==> src/rtl/shift_arbiter_pkg.sv <==
// shift_arbiter_pkg: shared state and direction encodings for the shift arbiter
package shift_arbiter_pkg;
  typedef enum logic [1:0] {S_IDLE, S_ISSUE, S_COOLDOWN} state_e;
  typedef enum logic {DIR_LEFT = 1'b0, DIR_RIGHT = 1'b1} dir_e;
endpackage

==> src/rtl/shift_arbiter_edge_pend.sv <==
// shift_arbiter_edge_pend: per-requester press detection and single pending move slot
module shift_arbiter_edge_pend
  import shift_arbiter_pkg::*;
(
  input  logic clk,
  input  logic rst,
  input  logic left_i,
  input  logic right_i,
  input  logic clr_i,
  output logic pend_o,
  output dir_e dir_o
);
  logic left_q, right_q, pend_q, pend_d, le, re;
  dir_e dir_q, dir_d;
  // Simultaneous left+right presses cancel, mirroring the shifter's both-pressed rule.
  always_comb begin
    le = left_i & ~left_q;
    re = right_i & ~right_q;
    pend_d = pend_q ? ~clr_i : le ^ re;
    dir_d = (!pend_q && (le ^ re)) ? (re ? DIR_RIGHT : DIR_LEFT) : dir_q;
  end
  always_ff @(posedge clk) begin
    if (rst) begin
      left_q <= 1'b0;
      right_q <= 1'b0;
      pend_q <= 1'b0;
      dir_q <= DIR_LEFT;
    end else begin
      left_q <= left_i;
      right_q <= right_i;
      pend_q <= pend_d;
      dir_q <= dir_d;
    end
  end
  assign pend_o = pend_q;
  assign dir_o = dir_q;
endmodule

==> src/rtl/shift_arbiter.sv <==
// shift_arbiter: round-robin, rate-limited, boundary-checked sharing of a one-hot shifter
module shift_arbiter
  import shift_arbiter_pkg::*;
#(
  parameter int COOLDOWN = 4,
  parameter int WIDTH = 4
) (
  input  logic             clk,
  input  logic             rst,
  input  logic [1:0]       req_left,
  input  logic [1:0]       req_right,
  output logic             shift_left,
  output logic             shift_right,
  output logic [1:0]       grant,
  output logic [1:0]       reject,
  output logic [WIDTH-1:0] pos,
  output logic             busy
);
  localparam int CW = (COOLDOWN > 0) ? $clog2(COOLDOWN + 1) : 1;
  localparam logic [CW-1:0] CD_LOAD = CW'((COOLDOWN > 0) ? COOLDOWN - 1 : 0);
  localparam logic [WIDTH-1:0] PMIN = WIDTH'(1);
  localparam logic [WIDTH-1:0] PMAX = PMIN << (WIDTH - 1);
  state_e state_q, state_d;
  logic [CW-1:0] cnt_q, cnt_d;
  logic [WIDTH-1:0] pos_q, pos_d;
  logic sl_q, sl_d, sr_q, sr_d, last_q, last_d, win, legal;
  logic [1:0] grant_q, grant_d, reject_q, reject_d, pend, clr;
  dir_e dir [2];
  dir_e wdir;
  for (genvar i = 0; i < 2; i++) begin : g_ep
    shift_arbiter_edge_pend u_ep (
      .clk     (clk),
      .rst     (rst),
      .left_i  (req_left[i]),
      .right_i (req_right[i]),
      .clr_i   (clr[i]),
      .pend_o  (pend[i]),
      .dir_o   (dir[i])
    );
  end
  always_comb begin
    win = (pend == 2'b11) ? ~last_q : pend[1];
    wdir = dir[win];
    legal = (wdir == DIR_LEFT) ? (pos_q != PMAX) : (pos_q != PMIN);
    state_d = state_q;
    cnt_d = cnt_q;
    pos_d = pos_q;
    last_d = last_q;
    sl_d = 1'b0;
    sr_d = 1'b0;
    grant_d = 2'b00;
    reject_d = 2'b00;
    clr = 2'b00;
    case (state_q)
      S_IDLE: if (|pend) begin
        clr = 2'b01 << win;
        if (legal) begin
          state_d = S_ISSUE;
          last_d = win;
          sl_d = (wdir == DIR_LEFT);
          sr_d = (wdir == DIR_RIGHT);
          grant_d = 2'b01 << win;
        end else begin
          reject_d = 2'b01 << win;
        end
      end
      S_ISSUE: begin
        pos_d = sl_q ? pos_q << 1 : pos_q >> 1;
        state_d = (COOLDOWN > 0) ? S_COOLDOWN : S_IDLE;
        cnt_d = CD_LOAD;
      end
      S_COOLDOWN: begin
        state_d = (cnt_q == '0) ? S_IDLE : S_COOLDOWN;
        cnt_d = (cnt_q == '0) ? cnt_q : cnt_q - 1'b1;
      end
      default: state_d = S_IDLE;
    endcase
  end
  always_ff @(posedge clk) begin
    if (rst) begin
      state_q <= S_IDLE;
      cnt_q <= '0;
      pos_q <= PMIN;
      last_q <= 1'b1;
      sl_q <= 1'b0;
      sr_q <= 1'b0;
      grant_q <= 2'b00;
      reject_q <= 2'b00;
    end else begin
      state_q <= state_d;
      cnt_q <= cnt_d;
      pos_q <= pos_d;
      last_q <= last_d;
      sl_q <= sl_d;
      sr_q <= sr_d;
      grant_q <= grant_d;
      reject_q <= reject_d;
    end
  end
  assign shift_left = sl_q;
  assign shift_right = sr_q;
  assign grant = grant_q;
  assign reject = reject_q;
  assign pos = pos_q;
  assign busy = (state_q != S_IDLE);
endmodule

==> config.mk <==
export PLATFORM = sky130hd
export DESIGN_NAME = shift_arbiter
export DESIGN_NICKNAME = d
export VERILOG_FILES = /design/src/rtl/shift_arbiter_pkg.sv /design/src/rtl/shift_arbiter_edge_pend.sv /design/src/rtl/shift_arbiter.sv
export SDC_FILE = /design/constraint.sdc
export NUM_CORES = 1
export LEC_CHECK = 0
export ABC_AREA = 1
export CORE_MARGIN = 8
export CORE_UTILIZATION = 55
export CTS_CLUSTER_DIAMETER = 60
export DETAILED_ROUTE_END_ITERATION = 8
export PLACE_DENSITY = 0.88
export SLEW_MARGIN = 20
export SYNTH_ARGS = -nofsm -noshare
export SYNTH_HDL_FRONTEND = slang
export SYNTH_HIERARCHICAL = 1
export SYNTH_SLANG_ARGS = --single-unit
==> constraint.sdc <==
create_clock -name clk -period 3 [get_ports clk]
set_clock_uncertainty 0.05 [all_clocks]
set_input_delay 0.6 -clock clk [delete_from_list [all_inputs] [get_ports clk]]
set_output_delay 0.6 -clock clk [all_outputs]
set_load 0.03 [all_outputs]
* Word-level counts from Yosys, hierarchy flattened
Index checks and enable logic that the tools add are counted.
** Cells by class
- Add/subtract/negate cells :: 1
- Multiply operators :: 0
- Divide/modulo/power cells :: 0
- Order comparisons :: 1
- Equal/unequal tests :: 8
- Shift operators :: 1
- Mux-type cells :: 18
- Bitwise gates (word level) :: 18
- Reductions and logical operators :: 14
** Operator list (number)
- 1-bit NOT :: 11
- 2-bit two-way mux :: 5
- 1-bit two-way mux :: 9
- 4-bit OR reduction :: 2
- 2-bit != test, second input constant :: 3
- 2-bit case mux with 3 select lines :: 1
- 3-bit case mux with 2 select lines :: 1
- 1-bit AND :: 4
- 2-bit == test, second input constant :: 2
- 4-bit two-way mux :: 1
- 4-bit by 1-bit != test with 1-bit output, second input constant :: 1
- 4-bit != test, second input constant :: 1
- 2-bit AND reduction :: 2
- 2-bit nonzero test :: 2
- 3-bit logical NOT :: 1
- 3-bit two-way mux :: 1
- 3-bit AND reduction :: 1
- 3-bit by 1-bit subtractor with 3-bit output, second input constant :: 1
- 2-bit by 1-bit == test with 1-bit output, second input constant :: 1
- 2-bit >= comparator, second input constant :: 1
- 1-bit logical AND :: 2
- 1-bit logical NOT :: 2
- 2-bit logical NOT :: 1
- 1-bit NOT with 2-bit output :: 1
- 3 further kinds :: 4
** Storage, ports and cells
- Register bits :: 24
- Latch bits :: 0
- Bits in writable memories :: 0
- Bits in read-only memories :: 0
- Input bits :: 6
- Output and inout bits :: 11
- Word-level logic and storage cells :: 77
- Memories :: 0

* Depth between registers and ports, before layout
Gate-level depths: netlist of the first run.
- Word-level depth :: 10
- Depth in mapped cells :: 9
- Gate-level depth less buffers :: 9

* Modules after synthesis
Netlist of the first run, hierarchy kept.
** By module, submodules not included
- shift_arbiter :: times used 1, cells an instance 93, area an instance 716.9 um2
- shift_arbiter_edge_pend :: times used 2, cells an instance 23, area an instance 172.7 um2

* Worst setup path before layout of the first run
OpenSTA, ideal clock, no wires.
- Path kind :: reg-to-output
- Start :: reg state_q[1]
- End :: out busy
- Data arrival time :: 0.667 ns
- Path slack :: 1.683 ns
- Cell stages (with the launch flop) :: 3
- Buffers on the path :: 0
- Cell sequence :: dfxtp_1 > nor2_2 > inv_1
** Between the ends
- Longest elaborated chain between the ends :: 1
** RTL lines
- start: declaration :: RTL line shift_arbiter.sv:23 : state_e state_q, state_d;
- start signal: assignment :: RTL line shift_arbiter.sv:90 : state_q <= state_d;
- 2-bit nonzero test :: RTL line shift_arbiter.sv:105 : assign busy = (state_q != S_IDLE);
- end: declaration :: RTL line shift_arbiter.sv:17 : output logic busy
No other way between the ends.

* Worst setup path in the final report of the first run
Ends and elaborated chain as after synthesis.

==> impl_metrics.tcl, run 1 <==
set metrics [dict create \
    finalInstanceArea_sq_mm 0.00131 \
    ir_drop_v 0.000435 \
    cts_num_sinks 24 \
    p_int_mw 0.564 \
    hold_path_class "reg2reg" \
    fin_nets 168 \
    status "finished clean" \
    post_cts_resized 0 \
    num_vias 910 \
    drive_gt1_frac 0.157 \
    yosys.area_share.simple 0.319 \
    pwr-share-clk 0.286 \
    cts_buffers 3 \
    worstMarginPinSlew_ns 0.535 \
    netlist_instances 139 \
    cts_hold_buf 0 \
    yosysTopAreaCellShare 0.452 \
    nFillCells 157 \
    grt_setup_unrepaired "false" \
    worstPathArrival_ns 1.60 \
    setup_viol 0 \
    muxShareOfSynthArea 0 \
    synth_top_family_by_area "simple AND/OR/NAND/NOR gates" \
    die_area_sq_mm 0.00359 \
    synth_area_leaders "dfxtp_1 (45%), inv_1 (10%), nand2_1 (6.7%), nand3_2 (5.7%), nor2_1 (5.3%)" \
    drt_first_pass_iters 5 \
    avgSynthCellArea_sq_um 7.64 \
    clk_pin_slew_ns 0.13 \
    fin_crit_sh 0.750 \
    worst_slack_ns 0.751 \
    clock_latency_ns 0.33 \
    num_rows 16 \
    reg2reg_depth 9 \
    port_buffers 16 \
    grt_pass1_vias 868 \
    grt_pass1_wl_um 3620 \
    worst_ep_required_time_ns 2.35 \
    wl_per_cell_um 11.3 \
    yosysUniqueCellTypes 17 \
    die_width_um 59.9 \
    p_comb_frac 0.255 \
    drt_iter0_drc 17 \
    power_switching_share 0.312 \
    post-place-ws_ns 0.978 \
    maxSlewHeadroom 0.642 \
    fmax_ghz 0.445 \
    cts_tree "done" \
    critPathLaunchType "flip-flop" \
    seq_power_share 0.460 \
    synthXorXnorAreaFrac 0 \
    powerDensity_mw_per_mm2 627 \
    grt_max_degree 15 \
    globalplace.congestion 0.796 \
    h-tree-depth 1 \
    dp_hpwl_um 1630 \
    num_io_pins 17 \
    area_growth_pct 23.2 \
    placement.cell_area_sq_mm 0.00126 \
    synth_nets 147 \
    period_needed_ns 2.25 \
    critPathMaxFanout 3 \
    die_h_um 59.9 \
    synth_area_leader_cell "dfxtp_1" \
    hold_viol 0 \
    cts_setup_buffers 0 \
    synth_compound_area_frac 0.102 \
    drc 0 \
    antenna_found_initial 0 \
    vias_per_cell 4.89 \
    p_leak_nw 0.601 \
    insertedDiodeCount 0 \
    initial_core_util 0.564 \
    worstSetupPathType "reg2out" \
    yosysSeqAreaShare 0.452 \
    netlist_area_sq_mm 0.00106 \
    ys_ff_latch 24 \
    setup_tns_ns 0 \
    slew_viol_final 0 \
    track_usage 0.134 \
    clock_path_buffers 2 \
    netSwitchingPower_mw 0.256 \
    synthAdderAreaFrac 0.0236 \
    wirelength_um 2090 \
    yosysWarnings 6 \
    grt-ovfl-total 0 \
    whs_ns 0.446 \
    rrSetupSlack_ns 1.70 \
    final_antenna_net_count 0 \
    postLayoutCoreUtil 0.695 \
    maxCapViolations 0 \
    worstHoldPathCells 2 \
    cp-end-kind "primary output" \
    core_region_area_sq_mm 0.00188 \
    root_buffer "clkbuf_4" \
]
critical path, cell delays in order, from the launching register on:
cell             delay (ns)
dfxtp_1                0.43
nor2_2                 0.09
inv_1                  0.08
clkdlybuf4s50_1        0.67
path summary, 6_finish.rpt:
check                                         end                       startpoint
setup reg to reg              last_q$_SDFFE_PP1P_   g_ep[0].u_ep/pend_o$_SDFF_PP0_
hold reg to reg   g_ep[1].u_ep/dir_o$_SDFFE_PP0P_  g_ep[1].u_ep/dir_o$_SDFFE_PP0P_
hold / removal    g_ep[1].u_ep/dir_o$_SDFFE_PP0P_  g_ep[1].u_ep/dir_o$_SDFFE_PP0P_
setup / recovery                             busy          state_q[1]$_SDFFE_PP0P_
area by class of cell:
cell class / count / area [sq um] / area share
repair buffers: 16 / 160 / 0.122
flip-flops and latches: 24 / 480 / 0.367
clock inverters: 1 / 30.0 / 0.0229
multi-input cells: 86 / 473 / 0.361
inverters: 29 / 109 / 0.0832
well taps: 27 / 33.8 / 0.0258
clock buffers: 3 / 22.5 / 0.0172
synthesized netlist by cell type:
| library cell | number |
|---|---|
| nand2_1 | 19 |
| ha_1 | 2 |
| a21oi_1 | 11 |
| nand3_2 | 6 |
| nor2_1 | 15 |
| or2_0 | 2 |
| nor3_1 | 1 |
| a21oi_2 | 2 |
| nand4_1 | 2 |
| nand3_1 | 6 |
| nand2_2 | 8 |
| inv_1 | 29 |
| dfxtp_1 | 24 |
| nor2_4 | 2 |
| nor2_2 | 3 |
| o21ai_0 | 6 |
| a31oi_1 | 1 |
power groups by stage:
| stage | sequential [mW] | clock, mW | combinational [mW] |
|---|---|---|---|
| final | 0.377 | 0.234 | 0.209 |
| after global routing | 0.381 | 0.253 | 0.233 |
| after CTS | 0.377 | 0.238 | 0.210 |
| after detailed placement | 0.384 | 0 | 0.209 |
| after global placement | 0.383 | 0 | 0.199 |
| after floorplan | 0.402 | 0 | 0.124 |
logic make-up (layout without fill, tap and decap cells):
logic type | after synthesis | in the layout
buffers and inverters | 29 | 49
AOI/OAI and AO/OA | 20 | 20
adders and majority gates | 2 | 2
DFF | 24 | 24
and+or+nand+nor | 64 | 64
per-layer routing:
| metal | global-route usage | up-vias | wire, um |
|---|---|---|---|
| li1 | - | 472 | - |
| met1 | 0.130 | 411 | 889 |
| met2 | 0.248 | 22 | 1070 |
| met3 | 0.0366 | 5 | 97 |
| met4 | 0.0714 | 0 | 39 |
| met5 | 0 | - | 0 |
registers in the layout, summed over array words and instances, names as in the netlist:
name / cells
pos: 4
cnt_q: 3
g_ep.u_ep/dir_o: 2
g_ep.u_ep/left_q: 2
g_ep.u_ep/pend_o: 2
g_ep.u_ep/right_q: 2
grant: 2
reject: 2
state_q: 2
last_q: 1
shift_left: 1
shift_right: 1
layout by cell type (no fill, tap or decap):
cell,n
clkbuf_4,3
nor3_1,1
nand4_1,2
nand3_1,6
ha_1,2
dfxtp_1,24
inv_1,29
nor2_2,3
o21ai_0,6
nand2_2,8
nand2_1,19
nor2_4,2
or2_0,2
clkdlybuf4s50_1,16
nor2_1,15
bufinv_16,1
a31oi_1,1
nand3_2,6
a21oi_1,11
a21oi_2,2
metrics by stage:
stage,cells,power [mW]
after global placement,182,0.582
final,186,0.820
after floorplan,139,0.525
after detailed placement,182,0.592
after CTS,186,0.825
after global routing,186,0.867
Power figures use the tool's default switching activity.
==> run 2: changes to the inputs <==
Settings changed: CORE_UTILIZATION 55 to 46, PLACE_DENSITY 0.88 to 0.79.
Clock period 3 ns to 2 ns, I/O delays scaled along.
==> run 2 against run 1 <==
Sequential share of layout area increased by 0.64 points. Worst hold slack got worse by 0.022 ns. Core utilization shrank 11 points. Register-to-register slack worse by 0.96 ns. Wire length decreased by 7.9%. Largest cell class unchanged. Clock-buffer cell count unchanged. Setup slack worse by 0.63 ns. Flip-flop and latch count unchanged. First-iteration DRC count is 24% higher. Total power rose by 31%. Sequential power is 50% higher. Highest routed layer unchanged.
==> impl_metrics.tcl, run 2 (same netlist as run 1, synthesis figures left out) <==
set metrics [dict create \
    nFillCells 207 \
    vias_per_cell 4.68 \
    drive_gt1_frac 0.157 \
    critPathMaxFanout 5 \
    crit_buf_inv 1 \
    r2r_start "g_ep[1].u_ep/pend_o$_SDFF_PP0_" \
    core_region_area_sq_mm 0.00219 \
    largest_reg_flops 4 \
    grt-ovfl-total 0 \
    die_h_um 64.1 \
    worst_ep_required_time_ns 1.55 \
    multi_input_area_sq_um 473 \
    die_area_sq_mm 0.00410 \
    cts_hold_buf 0 \
    fin_crit_sh 0.940 \
    grt_max_degree 13 \
    layout_commonest_cell "inv_1" \
    fmax_ghz 0.532 \
    final_antenna_net_count 0 \
    root_buffer "clkbuf_4" \
    drc 0 \
    grt_setup_unrepaired "false" \
    track_usage 0.0987 \
    wl_per_cell_um 10.3 \
    cp_top_family "buffers and inverters" \
    cts_tree "done" \
    area_growth_pct 21.1 \
    num_io_pins 17 \
    p_leak_nw 0.595 \
    clock_latency_ns 0.30 \
    dp_hpwl_um 1600 \
    clock_path_buffers 2 \
    setup_tns_ns 0 \
    num_vias 876 \
    seqCellArea_sq_um 480 \
    drt_iter0_drc 21 \
    slew_viol_final 0 \
    globalplace.congestion 0.816 \
    rrSetupSlack_ns 0.74 \
    insertedDiodeCount 0 \
    hold_path_class "reg2reg" \
    r2r_end "g_ep[0].u_ep/pend_o$_SDFF_PP0_" \
    h-tree-depth 1 \
    postLayoutCoreUtil 0.587 \
    cp_slowest_cell "clkdlybuf4s50_1" \
    maxSlewHeadroom 0.792 \
    setup_viol 0 \
    initial_core_util 0.485 \
    worstPathArrival_ns 1.43 \
    ir_drop_v 0.000439 \
    grt_pass1_vias 827 \
    post-place-ws_ns 0.344 \
    critPathLaunch "pos[2]$_SDFFE_PP0P_" \
    worstMarginPinSlew_ns 0.311 \
    wirelength_um 1930 \
    whs_endpoint "last_q$_SDFFE_PP1P_" \
    worst_slack_ns 0.120 \
    crit_cells 1 \
    cts_buffers 3 \
    num_rows 17 \
    final_cell_mix "inv_1 (29), dfxtp_1 (24), nand2_1 (19)" \
    worstHoldPathCells 2 \
    cts_num_sinks 24 \
    fin_nets 169 \
    status "finished clean" \
    worstSetupPathType "reg2out" \
    cts_setup_buffers 0 \
    cp_cell_sequence "clkdlybuf4s50_1" \
    reg2reg_depth 5 \
    post_cts_resized 1 \
    critPathMaxStageDelay_ns 0.70 \
    drt_first_pass_iters 4 \
    grt_pass1_wl_um 3370 \
    antenna_found_initial 0 \
    port_buffers 16 \
    critPathLaunchType "flip-flop" \
    maxCapViolations 0 \
    period_needed_ns 1.88 \
    clk_pin_slew_ns 0.12 \
    powerDensity_mw_per_mm2 833 \
    die_width_um 64.1 \
    cp-end-kind "primary output" \
    hold_viol 0 \
    hp-start "last_q$_SDFFE_PP1P_" \
]
==> run 2: cell count changes in the layout (fill, tap and decap cells not counted), sizes merged <==
| cell | previous run | this run |
|---|---|---|
| dlygate4sd2 | 0 | 1 |
| buf | 0 | 1 |
| clkdlybuf4s50 | 16 | 15 |
| bufinv | 1 | 0 |
==> run 2: report_power, final <==
group / switching (mW) / internal (mW)
clock network: 0.129 / 0.0703
registers: 0.0362 / 0.528
logic: 0.193 / 0.115
==> run 2: worst reg2reg max path: cells and delay by family (launching register included) <==
kind / cells / cell delay, ns
AND/OR/NAND/NOR: 3 / 0.41
buffers and inverters: 1 / 0.15
flip-flops: 1 / 0.43
AO/OA/AOI/OAI: 1 / 0.14
==> run 2: worst max-delay path by stage <==
stage | endpoint | slack, ns
6_report | pos[2] | 0.12
5_1_grt | pos[2] | 0.07
4_1_cts | pos[2] | 0.11
3_5_place_dp | busy | 0.34
3_3_place_gp | busy | 0.36
2_1_floorplan | g_ep[1].u_ep/pend_o$_SDFF_PP0_ | 0.81
==> run 2: metrics by stage <==
stage / instances / cell area [sq um] / hold WS [ns] / power (mW)
6_report: 187 / 1290 / 0.424 / 1.07
3_3_place_gp: 184 / 1260 / 0.405 / 0.877
3_5_place_dp: 184 / 1260 / 0.404 / 0.888
2_1_floorplan: 139 / 1060 / 0.392 / 0.788
4_1_cts: 187 / 1290 / 0.428 / 1.08
5_1_grt: 187 / 1290 / 0.455 / 1.14
==> run 2: routing by layer <==
metal | share of wire | up-vias | GRT usage
met4 | 0.018 | 0 | 0.0418
met2 | 0.51 | 16 | 0.173
met3 | 0.059 | 5 | 0.0331
met1 | 0.42 | 382 | 0.106
met5 | 0 | - | 0
li1 | - | 473 | -
==> run 2: layout make-up <==
| class | count | area share |
|---|---|---|
| Sequential cell | 24 | 0.374 |
| Multi-Input combinational cell | 86 | 0.368 |
| Timing Repair Buffer | 17 | 0.129 |
| Inverter | 29 | 0.0846 |
| Tap cell | 28 | 0.0272 |
| Clock buffer | 3 | 0.0175 |
==> run 3: changes to the inputs <==
Settings changed: TNS_END_PERCENT set to 20.
==> results of run 3 <==
No change in the layout: final DEF, timing and power equal those of run 2.
